<file path="config.mk">
export PLATFORM = sky130hd
export DESIGN_NAME = md_sequencer_flat
export DESIGN_NICKNAME = d
export VERILOG_FILES = /design/src/rtl/md_if.sv /design/src/rtl/md_sequencer.sv /design/src/flat_wrapper.sv
export SDC_FILE = /design/constraint.sdc
export NUM_CORES = 1
export LEC_CHECK = 0
export ABC_AREA = 1
export BUFFER_PORTS_ARGS = -buffer_cell sky130_fd_sc_hd__buf_2
export CORE_UTILIZATION = 33
export DETAILED_ROUTE_END_ITERATION = 8
export GPL_ROUTABILITY_DRIVEN = 0
export SYNTH_ARGS = -nofsm -noshare
export SYNTH_HDL_FRONTEND = slang
export SYNTH_SLANG_ARGS = --single-unit
</file>
<file path="constraint.sdc">
create_clock -name clk -period 7.5 [get_ports clk]
set_input_delay 0.75 -clock clk [delete_from_list [all_inputs] [get_ports clk]]
set_output_delay 0.75 -clock clk [all_outputs]
set_load 0.02 [all_outputs]
</file>
<file path="src/rtl/md_if.sv">
// Handshake and result bundle between the execute stage and the multiply/divide sequencer.
interface md_if #(parameter int WIDTH = 32);
   logic             start;
   logic [1:0]       md_op;
   logic [WIDTH-1:0] rs;
   logic [WIDTH-1:0] rt;
   logic             hilo_rd;
   logic             busy;
   logic             stall;
   logic             done;
   logic             div_by_zero;
   logic [WIDTH-1:0] hi;
   logic [WIDTH-1:0] lo;

   modport master (output start, md_op, rs, rt, hilo_rd,
                   input  busy, stall, done, div_by_zero, hi, lo);
   modport slave  (input  start, md_op, rs, rt, hilo_rd,
                   output busy, stall, done, div_by_zero, hi, lo);
endinterface

</file>
<file path="src/rtl/md_sequencer.sv">
// Iterative MULT/MULTU/DIV/DIVU unit: shift-add multiply, restoring divide, one bit per cycle,
// results committed to HI/LO in one shot.
//  state  | meaning
//  IDLE   | waiting for start
//  CALC   | one product/quotient bit per cycle on magnitudes
//  FIX    | apply result signs, write HI/LO
//  DONE   | HI/LO just updated; start may be accepted again
module md_sequencer #(parameter int WIDTH = 32) (
   input logic  clk,
   input logic  rst,
   md_if.slave  bus
);
   localparam int CW = $clog2(WIDTH);

   typedef enum logic [1:0] {S_IDLE, S_CALC, S_FIX, S_DONE} state_t;

   state_t             state_q, state_d;
   logic [CW-1:0]      count_q, count_d;
   logic [1:0]         op_q, op_d;
   logic [WIDTH-1:0]   opa_q, opa_d;
   logic [WIDTH-1:0]   opb_q, opb_d;
   logic               rs_sign_q, rs_sign_d;
   logic               rt_sign_q, rt_sign_d;
   logic [2*WIDTH-1:0] acc_q, acc_d;
   logic [WIDTH:0]     rem_q, rem_d;
   logic [WIDTH-1:0]   hi_q, hi_d;
   logic [WIDTH-1:0]   lo_q, lo_d;
   logic               dbz_q, dbz_d;

   logic               signed_op;
   logic [WIDTH-1:0]   abs_rs, abs_rt;
   logic [WIDTH:0]     msum, trial, diff;
   logic [2*WIDTH-1:0] prod_fix;
   logic [WIDTH-1:0]   quo_fix, rem_fix;

   always_comb begin
      state_d   = state_q;
      count_d   = count_q;
      op_d      = op_q;
      opa_d     = opa_q;
      opb_d     = opb_q;
      rs_sign_d = rs_sign_q;
      rt_sign_d = rt_sign_q;
      acc_d     = acc_q;
      rem_d     = rem_q;
      hi_d      = hi_q;
      lo_d      = lo_q;
      dbz_d     = dbz_q;

      signed_op = ~bus.md_op[0];
      abs_rs    = (signed_op && bus.rs[WIDTH-1]) ? ({WIDTH{1'b0}} - bus.rs) : bus.rs;
      abs_rt    = (signed_op && bus.rt[WIDTH-1]) ? ({WIDTH{1'b0}} - bus.rt) : bus.rt;

      msum  = {1'b0, acc_q[2*WIDTH-1:WIDTH]} + {1'b0, (acc_q[0] ? opa_q : {WIDTH{1'b0}})};
      trial = {rem_q[WIDTH-1:0], acc_q[WIDTH-1]};
      diff  = trial - {1'b0, opb_q};

      // Magnitude results converted back to two's complement; -2^(W-1)/-1 wraps naturally.
      prod_fix = (rs_sign_q ^ rt_sign_q) ? ({2*WIDTH{1'b0}} - acc_q) : acc_q;
      quo_fix  = (rs_sign_q ^ rt_sign_q) ? ({WIDTH{1'b0}} - acc_q[WIDTH-1:0]) : acc_q[WIDTH-1:0];
      rem_fix  = rs_sign_q ? ({WIDTH{1'b0}} - rem_q[WIDTH-1:0]) : rem_q[WIDTH-1:0];

      case (state_q)
         S_IDLE, S_DONE: begin
            state_d = S_IDLE;
            if (bus.start) begin
               op_d      = bus.md_op;
               opa_d     = abs_rs;
               opb_d     = abs_rt;
               rs_sign_d = signed_op & bus.rs[WIDTH-1];
               rt_sign_d = signed_op & bus.rt[WIDTH-1];
               count_d   = '0;
               dbz_d     = 1'b0;
               rem_d     = '0;
               acc_d     = bus.md_op[1] ? {{WIDTH{1'b0}}, abs_rs} : {{WIDTH{1'b0}}, abs_rt};
               if (bus.md_op[1] && bus.rt == '0) begin
                  hi_d    = bus.rs;
                  lo_d    = {WIDTH{1'b1}};
                  dbz_d   = 1'b1;
                  state_d = S_DONE;
               end else begin
                  state_d = S_CALC;
               end
            end
         end
         S_CALC: begin
            if (op_q[1]) begin
               rem_d              = diff[WIDTH] ? trial : diff;
               acc_d[WIDTH-1:0]   = {acc_q[WIDTH-2:0], ~diff[WIDTH]};
            end else begin
               acc_d = {msum, acc_q[WIDTH-1:1]};
            end
            count_d = count_q + CW'(1);
            if (count_q == CW'(WIDTH-1)) state_d = S_FIX;
         end
         S_FIX: begin
            if (op_q[1]) begin
               hi_d = rem_fix;
               lo_d = quo_fix;
            end else begin
               hi_d = prod_fix[2*WIDTH-1:WIDTH];
               lo_d = prod_fix[WIDTH-1:0];
            end
            state_d = S_DONE;
         end
         default: state_d = S_IDLE;
      endcase
   end

   always_ff @(posedge clk or posedge rst) begin
      if (rst) begin
         state_q   <= S_IDLE;
         count_q   <= '0;
         op_q      <= '0;
         opa_q     <= '0;
         opb_q     <= '0;
         rs_sign_q <= 1'b0;
         rt_sign_q <= 1'b0;
         acc_q     <= '0;
         rem_q     <= '0;
         hi_q      <= '0;
         lo_q      <= '0;
         dbz_q     <= 1'b0;
      end else begin
         state_q   <= state_d;
         count_q   <= count_d;
         op_q      <= op_d;
         opa_q     <= opa_d;
         opb_q     <= opb_d;
         rs_sign_q <= rs_sign_d;
         rt_sign_q <= rt_sign_d;
         acc_q     <= acc_d;
         rem_q     <= rem_d;
         hi_q      <= hi_d;
         lo_q      <= lo_d;
         dbz_q     <= dbz_d;
      end
   end

   assign bus.busy        = (state_q == S_CALC) || (state_q == S_FIX);
   assign bus.stall       = bus.busy & (bus.hilo_rd | bus.start);
   assign bus.done        = (state_q == S_DONE);
   assign bus.div_by_zero = dbz_q;
   assign bus.hi          = hi_q;
   assign bus.lo          = lo_q;
endmodule

</file>
<file path="src/flat_wrapper.sv">
// flat-port wrapper written by rule: the top's interface ports become plain ports
module md_sequencer_flat 
#(parameter int WIDTH = 32)
  (clk, rst, bus_start, bus_md_op, bus_rs, bus_rt, bus_hilo_rd, bus_busy, bus_stall, bus_done, bus_div_by_zero, bus_hi, bus_lo);
  md_if #(.WIDTH(WIDTH)) bus_i ();
  input logic clk;
  input logic rst;
  input wire logic [$bits(bus_i.start)-1:0] bus_start;
  input wire logic [$bits(bus_i.md_op)-1:0] bus_md_op;
  input wire logic [$bits(bus_i.rs)-1:0] bus_rs;
  input wire logic [$bits(bus_i.rt)-1:0] bus_rt;
  input wire logic [$bits(bus_i.hilo_rd)-1:0] bus_hilo_rd;
  output wire logic [$bits(bus_i.busy)-1:0] bus_busy;
  output wire logic [$bits(bus_i.stall)-1:0] bus_stall;
  output wire logic [$bits(bus_i.done)-1:0] bus_done;
  output wire logic [$bits(bus_i.div_by_zero)-1:0] bus_div_by_zero;
  output wire logic [$bits(bus_i.hi)-1:0] bus_hi;
  output wire logic [$bits(bus_i.lo)-1:0] bus_lo;
  assign bus_i.start = bus_start;
  assign bus_i.md_op = bus_md_op;
  assign bus_i.rs = bus_rs;
  assign bus_i.rt = bus_rt;
  assign bus_i.hilo_rd = bus_hilo_rd;
  assign bus_busy = bus_i.busy;
  assign bus_stall = bus_i.stall;
  assign bus_done = bus_i.done;
  assign bus_div_by_zero = bus_i.div_by_zero;
  assign bus_hi = bus_i.hi;
  assign bus_lo = bus_i.lo;
  md_sequencer #(.WIDTH(WIDTH)) u_core (.clk(clk), .rst(rst), .bus(bus_i));
endmodule
</file>
**Yosys cells after proc, flatten, opt, wreduce, memory -nomap -nowiden**

Cells that the tools add are included.

- Word-level logic and storage cells: 81
- Output and inout port bits: 68
- Register bits: 236

- Reduce and logical (&&, ||, !) cells: 14
- Equal/unequal tests: 9
- Muxes and demuxes: 30
- Add/sub/neg operators: 8
- Bitwise gates (word level): 7

Operators by type and width:

| kind | count |
|---|---|
| 32-bit two-way mux | 17 |
| 32-bit one-hot mux with 2 select lines | 3 |
| 64-bit two-way mux | 2 |
| 64-bit one-hot mux with 2 select lines | 1 |
| 1-bit by 32-bit subtractor with 32-bit output (first input constant) | 4 |
| 1-bit by 64-bit subtractor with 64-bit output (first input constant) | 1 |
| 32-bit by 32-bit adder with 33-bit output | 1 |
| 33-bit by 32-bit subtractor with 33-bit output | 1 |
| 32-bit logical NOT | 1 |
| 5-bit one-hot mux with 2 select lines | 1 |
| 3-bit AND reduction | 3 |
| 2-bit two-way mux | 3 |
| 2-bit by 1-bit != test with 1-bit output (second input constant) | 3 |
| 2-bit one-hot mux with 3 select lines | 1 |
| 5-bit by 1-bit adder with 5-bit output (second input constant) | 1 |
| 5-bit equality test (second input constant) | 1 |
| 5-bit two-way mux | 1 |
| 2-bit equality test (second input constant) | 2 |
| 2-bit != test (second input constant) | 2 |
| 2-bit AND reduction | 2 |
| 2-bit nonzero test | 2 |
| 1-bit bitwise AND | 3 |
| 1-bit logical AND | 3 |
| 2-bit by 1-bit equality test with 1-bit output (second input constant) | 1 |
| other kinds (7) | 8 |

**Logic depth before layout (Yosys ltp)**

Gate-level depths: netlist (run 1).

- Depth after elaboration: 6
- Mapped depth: 19
- Gate-level depth less buffers: 17

**Least setup slack after synthesis (run 1)**

Ideal clock, no wire load.

- Kind: reg2reg
- Start: register u_core.acc_q[0]
- End: register u_core.acc_q[55]
- Buffers on the path: 2
- Cell stages (with the launch flop): 18
- Data required time: 7.383 ns
- Setup slack: 4.866 ns
- Arrival time: 2.516 ns
- Cell sequence: dfrtp_1 -> buf_2 -> clkbuf_1 -> nand2_1 -> inv_1 -> ha_1 -> inv_1 -> fa_1 -> inv_1 -> nand2_1 -> o21ai_0 -> a21boi_0 -> o21ai_0 -> nand2_1 -> nand3_1 -> nand2_1 -> nand3_1 -> nand2_1

- Word-level cells in the longest chain between the ends: 4

Ends and longest elaborated chain:

| what | RTL line | text |
|---|---|---|
| from (decl) | md_sequencer.sv:24 | `logic [2*WIDTH-1:0] acc_q, acc_d;` |
| from (signal assigned) | md_sequencer.sv:119 | `acc_q <= '0;` |
| from (signal assigned) | md_sequencer.sv:132 | `acc_q <= acc_d;` |
| 32-bit two-way mux | md_sequencer.sv:54 | `msum = {1'b0, acc_q[2*WIDTH-1:WIDTH]} + {1'b0, (acc_q[0] ? opa_q : {WIDTH{1'b0}})};` |
| 32-bit by 32-bit adder with 33-bit output | md_sequencer.sv:54 |  |
| 32-bit two-way mux | md_sequencer.sv:87 | `if (op_q[1]) begin` |
| 64-bit one-hot mux with 2 select lines | md_sequencer.sv:63 | `case (state_q)` |

Every way passes these cells. The select of a mux whose other input is x is not followed.
A chain may end at the register's enable or synchronous reset.

**Worst setup path in the final report (run 1)**

- Start: register u_core.state_q[1]
- End: register u_core.acc_q[39]

- Word-level cells in the longest chain between the ends: 4
- Elaborated cells on any way between the ends: 9

Ends and longest elaborated chain:

| what | RTL line | text |
|---|---|---|
| from (decl) | md_sequencer.sv:17 | `state_t state_q, state_d;` |
| from (signal assigned) | md_sequencer.sv:125 | `state_q <= state_d;` |
| 2-bit equality test or 2-bit logical NOT (tied branches) | md_sequencer.sv:63 |  |
| 2-bit OR reduction | md_sequencer.sv:63 |  |
| 2-bit != test (no line) or 2-bit nonzero test (tied branches) | -- |  |
| 3-bit AND reduction (no line) | -- |  |

Several ways; a longest one is shown, not always the timed one.

==> results of run 1 <==
-- path summary, 6_finish.rpt --
path | to | slack, ns
setup / recovery | u_core.acc_q[39] | 4.12
hold / removal | u_core.rem_q[29] | 0.31
setup reg to reg | u_core.acc_q[39] | 4.12
hold reg to reg | u_core.bus.lo[28] | 0.47
max in group asynchronous | u_core.count_q[3] | 5.93
min in group clk | u_core.opb_q[31] | 0.47
-- per-stage QoR --
step / power (mW) / setup slack (ns) / util (%) / std cells / hold slack, ns
4_1_cts: 9.26 / 4.18 / 37.4 / 4209 / 0.359
3_5_place_dp: 7.62 / 3.80 / 35.7 / 4158 / 0.465
5_1_grt: 10.0 / 3.85 / 37.4 / 4209 / 0.383
2_1_floorplan: 5.91 / 0.304 / - / 3329 / 0.449
3_3_place_gp: 7.59 / 3.91 / 35.7 / 4158 / 0.459
6_report: 9.34 / 4.12 / 37.4 / 4209 / 0.311
-- logic make-up (layout without fill, tap and decap cells) --
| logic type | count (synthesis) | after routing | synth area share (%) |
|---|---|---|---|
| and+or+nand+nor | 1934 | 1934 | 39.8 |
| buffers and inverters | 538 | 636 | 10.5 |
| AOI/OAI and AO/OA | 507 | 507 | 14.2 |
| DFF | 235 | 235 | 29.1 |
| adders and majority gates | 75 | 75 | 4.71 |
| xor gates and xnor gates | 40 | 40 | 1.77 |
-- per-layer routing --
metal  wire length (µm)  vias up  track usage [%]  part of all wire, %
met5                141        -             1.62                 0.18
met4               2070        4             5.86                  2.6
met3               7880      111             6.30                  9.8
met2              34500      939             38.8                   43
met1              35600    10600             35.1                   44
li1                   -    11000                -                    -
-- layout make-up --
cell class                      count  area [µm²]  area share [%]
Tap cell                          782         978            4.32
Sequential cell                   235        5880            26.0
Clock inverter                     16         275            1.22
Timing Repair Buffer              157         848            3.75
Inverter                          428        1610            7.13
Multi-Input combinational cell   2556       12300            54.1
Clock buffer                       35         788            3.48
-- worst max-delay path, stage by stage (launching register included) --
cell and delay [ns]:
dfrtp_1 0.40, inv_1 0.08, ha_1 0.40, inv_2 0.31
nor2_2 0.16, buf_4 0.35, inv_1 0.21, nor2_1 0.19
buf_4 0.37, inv_1 0.39, a21oi_1 0.20, o21ai_0 0.10
o21ai_0 0.09
-- synthesized netlist by cell type (29+ instances only) --
library cell / count / share of area (%)
nand2_1: 1047 / 19
nor2_1: 429 / 8.0
inv_1: 418 / 7.8
nand3_1: 312 / 7.7
dfrtp_1: 235 / 29
o21ai_0: 176 / 4.4
a21oi_1: 172 / 4.3
ha_1: 73 / 4.5
clkbuf_1: 65 / 1.2
a31oi_1: 59 / 1.8
nand4_1: 37 / 1.1
nor3_1: 32 / 0.79
a221oi_1: 29 / 1.3
-- sequential cells by signal, indices dropped and copies added (netlist names) --
| name | flops |
|---|---|
| u_core.acc_q | 64 |
| u_core.bus.hi | 32 |
| u_core.bus.lo | 32 |
| u_core.opa_q | 32 |
| u_core.opb_q | 32 |
| u_core.rem_q | 32 |
| u_core.count_q | 5 |
| u_core.state_q | 2 |
| u_core.bus.div_by_zero | 1 |
| u_core.op_q | 1 |
| u_core.rs_sign_q | 1 |
| u_core.rt_sign_q | 1 |
-- placed cells by master (no fill, tap or decap), types with 37 or more instances in the layout --
master | synthesis | routed
nand2_1 | 1047 | 1047
nor2_1 | 429 | 426
inv_1 | 418 | 417
nand3_1 | 312 | 312
dfrtp_1 | 235 | 235
o21ai_0 | 176 | 176
a21oi_1 | 172 | 172
buf_2 | 25 | 137
ha_1 | 73 | 73
a31oi_1 | 59 | 59
nand4_1 | 37 | 37
-- report_power, final --
| part | total, mW | switching [mW] | leakage [nW] | internal [mW] |
|---|---|---|---|---|
| combinational | 5.45 | 3.84 | 8.42 | 1.61 |
| clock | 1.60 | 0.616 | 0.521 | 0.987 |
| sequential | 2.28 | 0.517 | 2.85 | 1.77 |
| total | 9.34 | 4.97 | 11.8 | 4.36 |
==> qor.yml, run 1 <==
finish:
  fillCellCount: 6635
  post_route_cells_drive_above_1_share_pct: 7.79
  finalInstanceArea_um2: 22600
  syn_to_final_growth_pct: 11.9
  diodes: 0
  final_nets: 3552
clock_tree:
  cts_buffer_depth: 3
  clock_sinks: 235
  cts_buffers: 29
  ctsHoldBuffers: 0
  clkLatencyLatePin_ns: 0.60
  cts_resized: 0
  ctsHtreeMaxLevel: 1
  post_cts_buffers: 0
  ctsRootBufferMaster: "clkbuf_16"
  clkTransAtPathRegs_ns: 0.06
  cts_tree: "yes"
power_and_ir_drop:
  p_leak_nw: 11.8
  power_density_nw_per_um2: 412
  ir_drop_v: 0.000317
die:
  die_w_um: 250
  start_util_pct: 33.5
  dieArea_um2: 62300
  fp.coreArea_um2: 60500
  rows: 90
  io-pin-count: 138
  die_h_um: 250
critical_path:
  path_max_fanout: 33
  worst_r2r_path_depth: 12
  cp_data_required_time_ns: 8.00
  rr_startpoint: "u_core.state_q[1]"
  endpoint_kind: "register"
  critPathLaunchType: "register"
  path_class: "reg -> reg"
  worstPathArrival_ns: 3.88
  crit_start: "u_core.state_q[1]"
synthesis:
  ys_seq_area_share_pct: 29.1
  ys_ff_latch: 235
  yosysUniqueCellTypes: 51
  synth_cells: 3329
  synth_area_um2: 20200
  synth_nets: 3474
  synthArstFlopShare_pct: 100
  synth-edff-count: 0
  ys.flop_type: "dfrtp_1"
  synth.avg_cell_area_um2: 6.08
  ys_warn_count: 0
route:
  drt_iter0_drc: 2357
  firstDrtPassIters: 8
  vias_per_cell: 5.36
  vias: 22600
  ant_nets: 0
  wl_mm: 80.2
  drc: 0
  wl_per_cell_um: 19.0
grt:
  grt_pass1_wl_mm: 122
  grt_pass1_vias: 20700
  grt_antenna_before_repair: 1
  grtUsageTotal_pct: 25.2
  grt_max_degree: 134
  gr-total-overflow: 0
job:
  cap_violations: 0
timing:
  finalCritPeriodShare_pct: 45.1
  rsz0062_at_grt: "false"
  timing.fmax_mhz: 296
  setup-violations-final: 0
  finClkSkew_ns: 0.0257
  hold_viol: 0
  maxSlewHeadroom_pct: 33.3
  fin_setup_tns_ns: 0
  fin_crit_ns: 3.38
  tightest_slew_ns: 1.00
  drv_slew: 0
run_status:
  outcome: "complete, no violations"
place:
  dp_hpwl_mm: 63.2
  place_area_um2: 21600
  place.port_buffers: 137
min_path:
  hold_class: "in -> async"
No activity file was read; power rests on OpenSTA's default activity.
==> inputs of run 2 (changes only) <==
--- a/config.mk
+++ b/config.mk
@@ -5,7 +5,7 @@
 export SDC_FILE = /design/constraint.sdc
 export NUM_CORES = 1
 export LEC_CHECK = 0
-export ABC_AREA = 1
+export ABC_AREA = 0
 export BUFFER_PORTS_ARGS = -buffer_cell sky130_fd_sc_hd__buf_2
 export CORE_UTILIZATION = 33
 export DETAILED_ROUTE_END_ITERATION = 8
==> constraint.sdc (replaced) <==
create_clock -name clk -period 3 [get_ports clk]
set_input_delay 0.3 -clock clk [delete_from_list [all_inputs] [get_ports clk]]
set_output_delay 0.3 -clock clk [all_outputs]
set_load 0.02 [all_outputs]
==> run 2 against run 1 <==
The run now ends with negative setup slack left; routed wire length shrank 18%; flip-flop and latch count is the same; final area fell by 0.30%; non-clock buffer count increased by 298; clock power increased by 120%; worst hold slack lost 0.29 ns; total power rose to 3.2 times the previous value; fmax up 3.5%; critical path type unchanged; highest routed layer unchanged.
==> qor.yml, run 2 <==
power_and_ir_drop:
  switching_share_pct: 48.0  # -5.3 points
  sequentialPowerShare_pct: 18.5  # -6.0 points
  clock_power_share_pct: 11.7  # -5.5 points
  p_leak_nw: 10.1  # -14%
  p_sw_mw: 14.5  # +190%
  finalPower_mw: 30.2  # +220%
  power_frac_comb_pct: 69.8  # +11 points
  ir_drop_v: 0.000693  # +120%
  power_density_nw_per_um2: 1340  # +220%
  internal_power_mw: 15.7  # +260%
timing:
  tightest_slew_ns: 1.08  # +0.0847 ns
  fin_hold_ws_ns: 0.0183  # -0.293 ns
  fin_crit_ns: 3.27  # -0.114 ns
  maxSlewHeadroom_pct: 27.6  # -5.7 points
  fin_ws_ns: -0.269  # -4.39 ns
  drv_slew: 0  # unchanged
  setup-violations-final: 33  # +33
  rsz0062_at_grt: "true"
  finClkSkew_ns: 0.0216  # -0.00407 ns
  finalCritPeriodShare_pct: 109  # +64 points
  fin_setup_tns_ns: -6.94  # -6.94 ns
  timing.fmax_mhz: 306  # +3.5%
  hold_viol: 0  # unchanged
route:
  wl_per_cell_um: 20.6  # +8.2%
  wl_mm: 66.0  # -18%
  vias_per_cell: 5.64  # +5.2%
  vias: 18100  # -20%
  ant_nets: 0  # unchanged
  firstDrtPassIters: 9  # +1
  drt_iter0_drc: 1632  # -31%
  drc: 0  # unchanged
synthesis:
  synth_compound_area_share_pct: 21.9  # +7.7 points
  synth_top_family_by_area: "compound AO/OA/AOI/OAI gates"
  synth_xor_area_share_pct: 9.83  # +8.1 points
  ys_seq_area_share_pct: 33.5  # +4.4 points
  ys_top_cells_by_count: "258 x nand2_1, 235 x dfrtp_1, 221 x o21ai_0"
  synth-simple-area-share_pct: 20.0  # -20 points
  synth_area_um2: 17600  # -13%
  ys_warn_count: 0  # unchanged
  synth_top_area_share_pct: 33.5  # +4.4 points
  yosysUniqueCellTypes: 78  # +53%
  synth_most_common_cell: "nand2_1"
  synth_area_leaders: "dfrtp_1 33%, o21ai_0 6.3%, xnor2_1 5.7%"
  synth-edff-count: 0  # unchanged
  synth_fa_ha_area_share_pct: 5.43  # +0.72 points
  synth_nets: 2284  # -34%
  synth.largest_area_cell: "dfrtp_1"
  ys_ff_latch: 235  # unchanged
  synth_cells: 2139  # -36%
  synth_mux_area_share_pct: 5.01  # +5.0 points
  synth.avg_cell_area_um2: 8.21  # +35%
  ys.flop_type: "dfrtp_1"
  synthArstFlopShare_pct: 100  # unchanged
grt:
  grt_pass1_wl_mm: 99.9  # -18%
  gr-total-overflow: 0  # unchanged
  grt_antenna_before_repair: 2  # +1
  grt_max_degree: 135  # +0.75%
  grtUsageTotal_pct: 23.9  # -1.3 points
  grt_pass1_vias: 17100  # -17%
clock_tree:
  cts_buffer_depth: 3  # unchanged
  ctsRootBufferMaster: "clkbuf_16"
  clkLatencyLatePin_ns: 0.59  # about the same
  clock_sinks: 235  # unchanged
  ctsHtreeMaxLevel: 1  # unchanged
  cts_buffers: 28  # -3.4%
  cts_tree: "yes"
  clkTransAtPathRegs_ns: 0.06  # about the same
finish:
  syn_to_final_growth_pct: 28.6
  post_route_cells_drive_above_1_share_pct: 24.5  # +17 points
  final_nets: 2642  # -26%
  final_cell_mix: "295 x buf_4, 256 x nand2_1, 233 x dfrtp_1, 192 x o21ai_0, 166 x nor2_1"
  largest_reg_flops: 64  # unchanged
  layout_commonest_cell: "buf_4"
  regMostFlops: "u_core.acc_q"
  finish.utilization_pct: 43.0  # +5.5 points
  fillCellCount: 5123  # -23%
critical_path:
  rr_startpoint: "u_core.rem_q[8]"
  r2r-end: "u_core.rem_q[17]"
  path_class: "reg -> reg"
  cpPeakStageDelay_ns: 0.38  # -0.02 ns
  critPathLaunchType: "register"
  worst_r2r_path_depth: 12  # unchanged
  cp.buffers_inverters: 2  # -4
  crit_chain: "ha_1 > a21o_1 > a211o_1 > a311o_1 > o211ai_1 > o2111a_2 > a311oi_4 > nor3_4 > buf_6 > buf_4 > mux2i_1 > o21ai_1"
  regToRegSetupSlack_ns: -0.27  # -4.39 ns
  cp_data_required_time_ns: 3.46  # -4.54 ns
  crit_path_top_delay_cell: "dfrtp_1"
  path_max_fanout: 7  # -79%
  endpoint_kind: "register"
  worstPathArrival_ns: 3.73  # -0.15 ns
  critPathTopFamily: "compound AO/OA/AOI/OAI gates"
die:
  fp.coreArea_um2: 52600  # -13%
  io-pin-count: 138  # unchanged
  die_w_um: 233  # -6.8%
  die_h_um: 233  # -6.8%
  start_util_pct: 33.4  # -0.054 points
  rows: 84  # -6.7%
  dieArea_um2: 54100  # -13%
place:
  place.port_buffers: 137  # unchanged
  dp_hpwl_mm: 50.9  # -19%
min_path:
  hold_class: "in -> reg"
  hp-start: "bus_rs[27]"
  min_path_cells: 3
  min_to: "u_core.bus.hi[27]"
job:
  cap_violations: 0  # unchanged
run_status:
  violations: "negative setup slack"
  outcome: "finished with violations"
-- run 2: what timing repair did --
item / in CTS / in global routing
endpoints found under the hold margin: 12 / 0
pin swaps: 31 / 52
cloned: 1 / 1
endpoints found under the setup margin: 44 / 54
resized for setup: 38 / 85
hold buffers: 1 / 0
setup buffers: 11 / 16
-- run 2: cell type report --
| class | instances | area (µm²) | share of cell area (%) |
|---|---|---|---|
| antenna | 1 | 2.50 | 0.0111 |
| clock buffer | 40 | 827 | 3.66 |
| clock inverter | 8 | 100 | 0.443 |
| inverter | 68 | 259 | 1.15 |
| multi-input combinational | 1709 | 11400 | 50.5 |
| sequential | 235 | 5880 | 26.1 |
| tap | 688 | 861 | 3.81 |
| timing repair buffer | 455 | 3250 | 14.4 |
-- run 2: worst max-delay path by stage --
stage / to / cells after the start / slack [ns] / from
3_3_place_gp: u_core.acc_q[0] / 13 / -0.33 / u_core.acc_q[31]
4_1_cts: u_core.rem_q[17] / 14 / -0.18 / u_core.opb_q[9]
5_1_grt: u_core.rem_q[17] / 12 / -0.38 / u_core.rem_q[8]
2_1_floorplan: u_core.acc_q[0] / 1 / -0.38 / rst
6_report: u_core.rem_q[17] / 12 / -0.27 / u_core.rem_q[8]
3_5_place_dp: u_core.acc_q[0] / 13 / -0.39 / u_core.acc_q[31]
-- run 2: kinds of logic (layout without fill, tap and decap cells) --
| family | count (synthesis) | after routing |
|---|---|---|
| other | 0 | 1 |
| flip-flops | 235 | 235 |
| XOR/XNOR | 197 | 197 |
| adder cells (fa/ha/maj) | 75 | 75 |
| AO/OA/AOI/OAI | 633 | 633 |
| multiplexers | 86 | 86 |
| buffers and inverters | 195 | 571 |
| AND/OR/NAND/NOR | 718 | 718 |
-- run 2: per-layer routing --
metal / track usage (%) / part of all wire (%)
met5: 0 / 0.041
met4: 10.8 / 4.7
met3: 3.36 / 7.7
met2: 37.7 / 45
met1: 32.3 / 43
-- run 2: through the flow --
step	cell area [µm²]	std cells	worst slack, ns
floorplan	17600	2139	-0.378
global placement	21000	3129	-0.326
detailed placement	21000	3129	-0.393
CTS	22200	3189	-0.184
global route	22600	3204	-0.380
finish	22600	3204	-0.269
-- run 2: worst register-to-register path, cell delays in order (launching register included) --
cell,delay (ns)
dfrtp_1,0.38
ha_1,0.32
a21o_1,0.21
a211o_1,0.32
a311o_1,0.35
o211ai_1,0.28
o2111a_2,0.32
a311oi_4,0.12
nor3_4,0.22
buf_6,0.20
buf_4,0.15
mux2i_1,0.21
o21ai_1,0.08
-- run 2: power by group through the flow --
stage	clock, mW	combinational (mW)	sequential (mW)
after CTS	3.57	19.9	5.53
after global routing	3.70	22.8	5.71
after global placement	0	18.8	5.53
final	3.54	21.1	5.58
after detailed placement	0	19.2	5.57
after floorplan	0	11.7	5.80
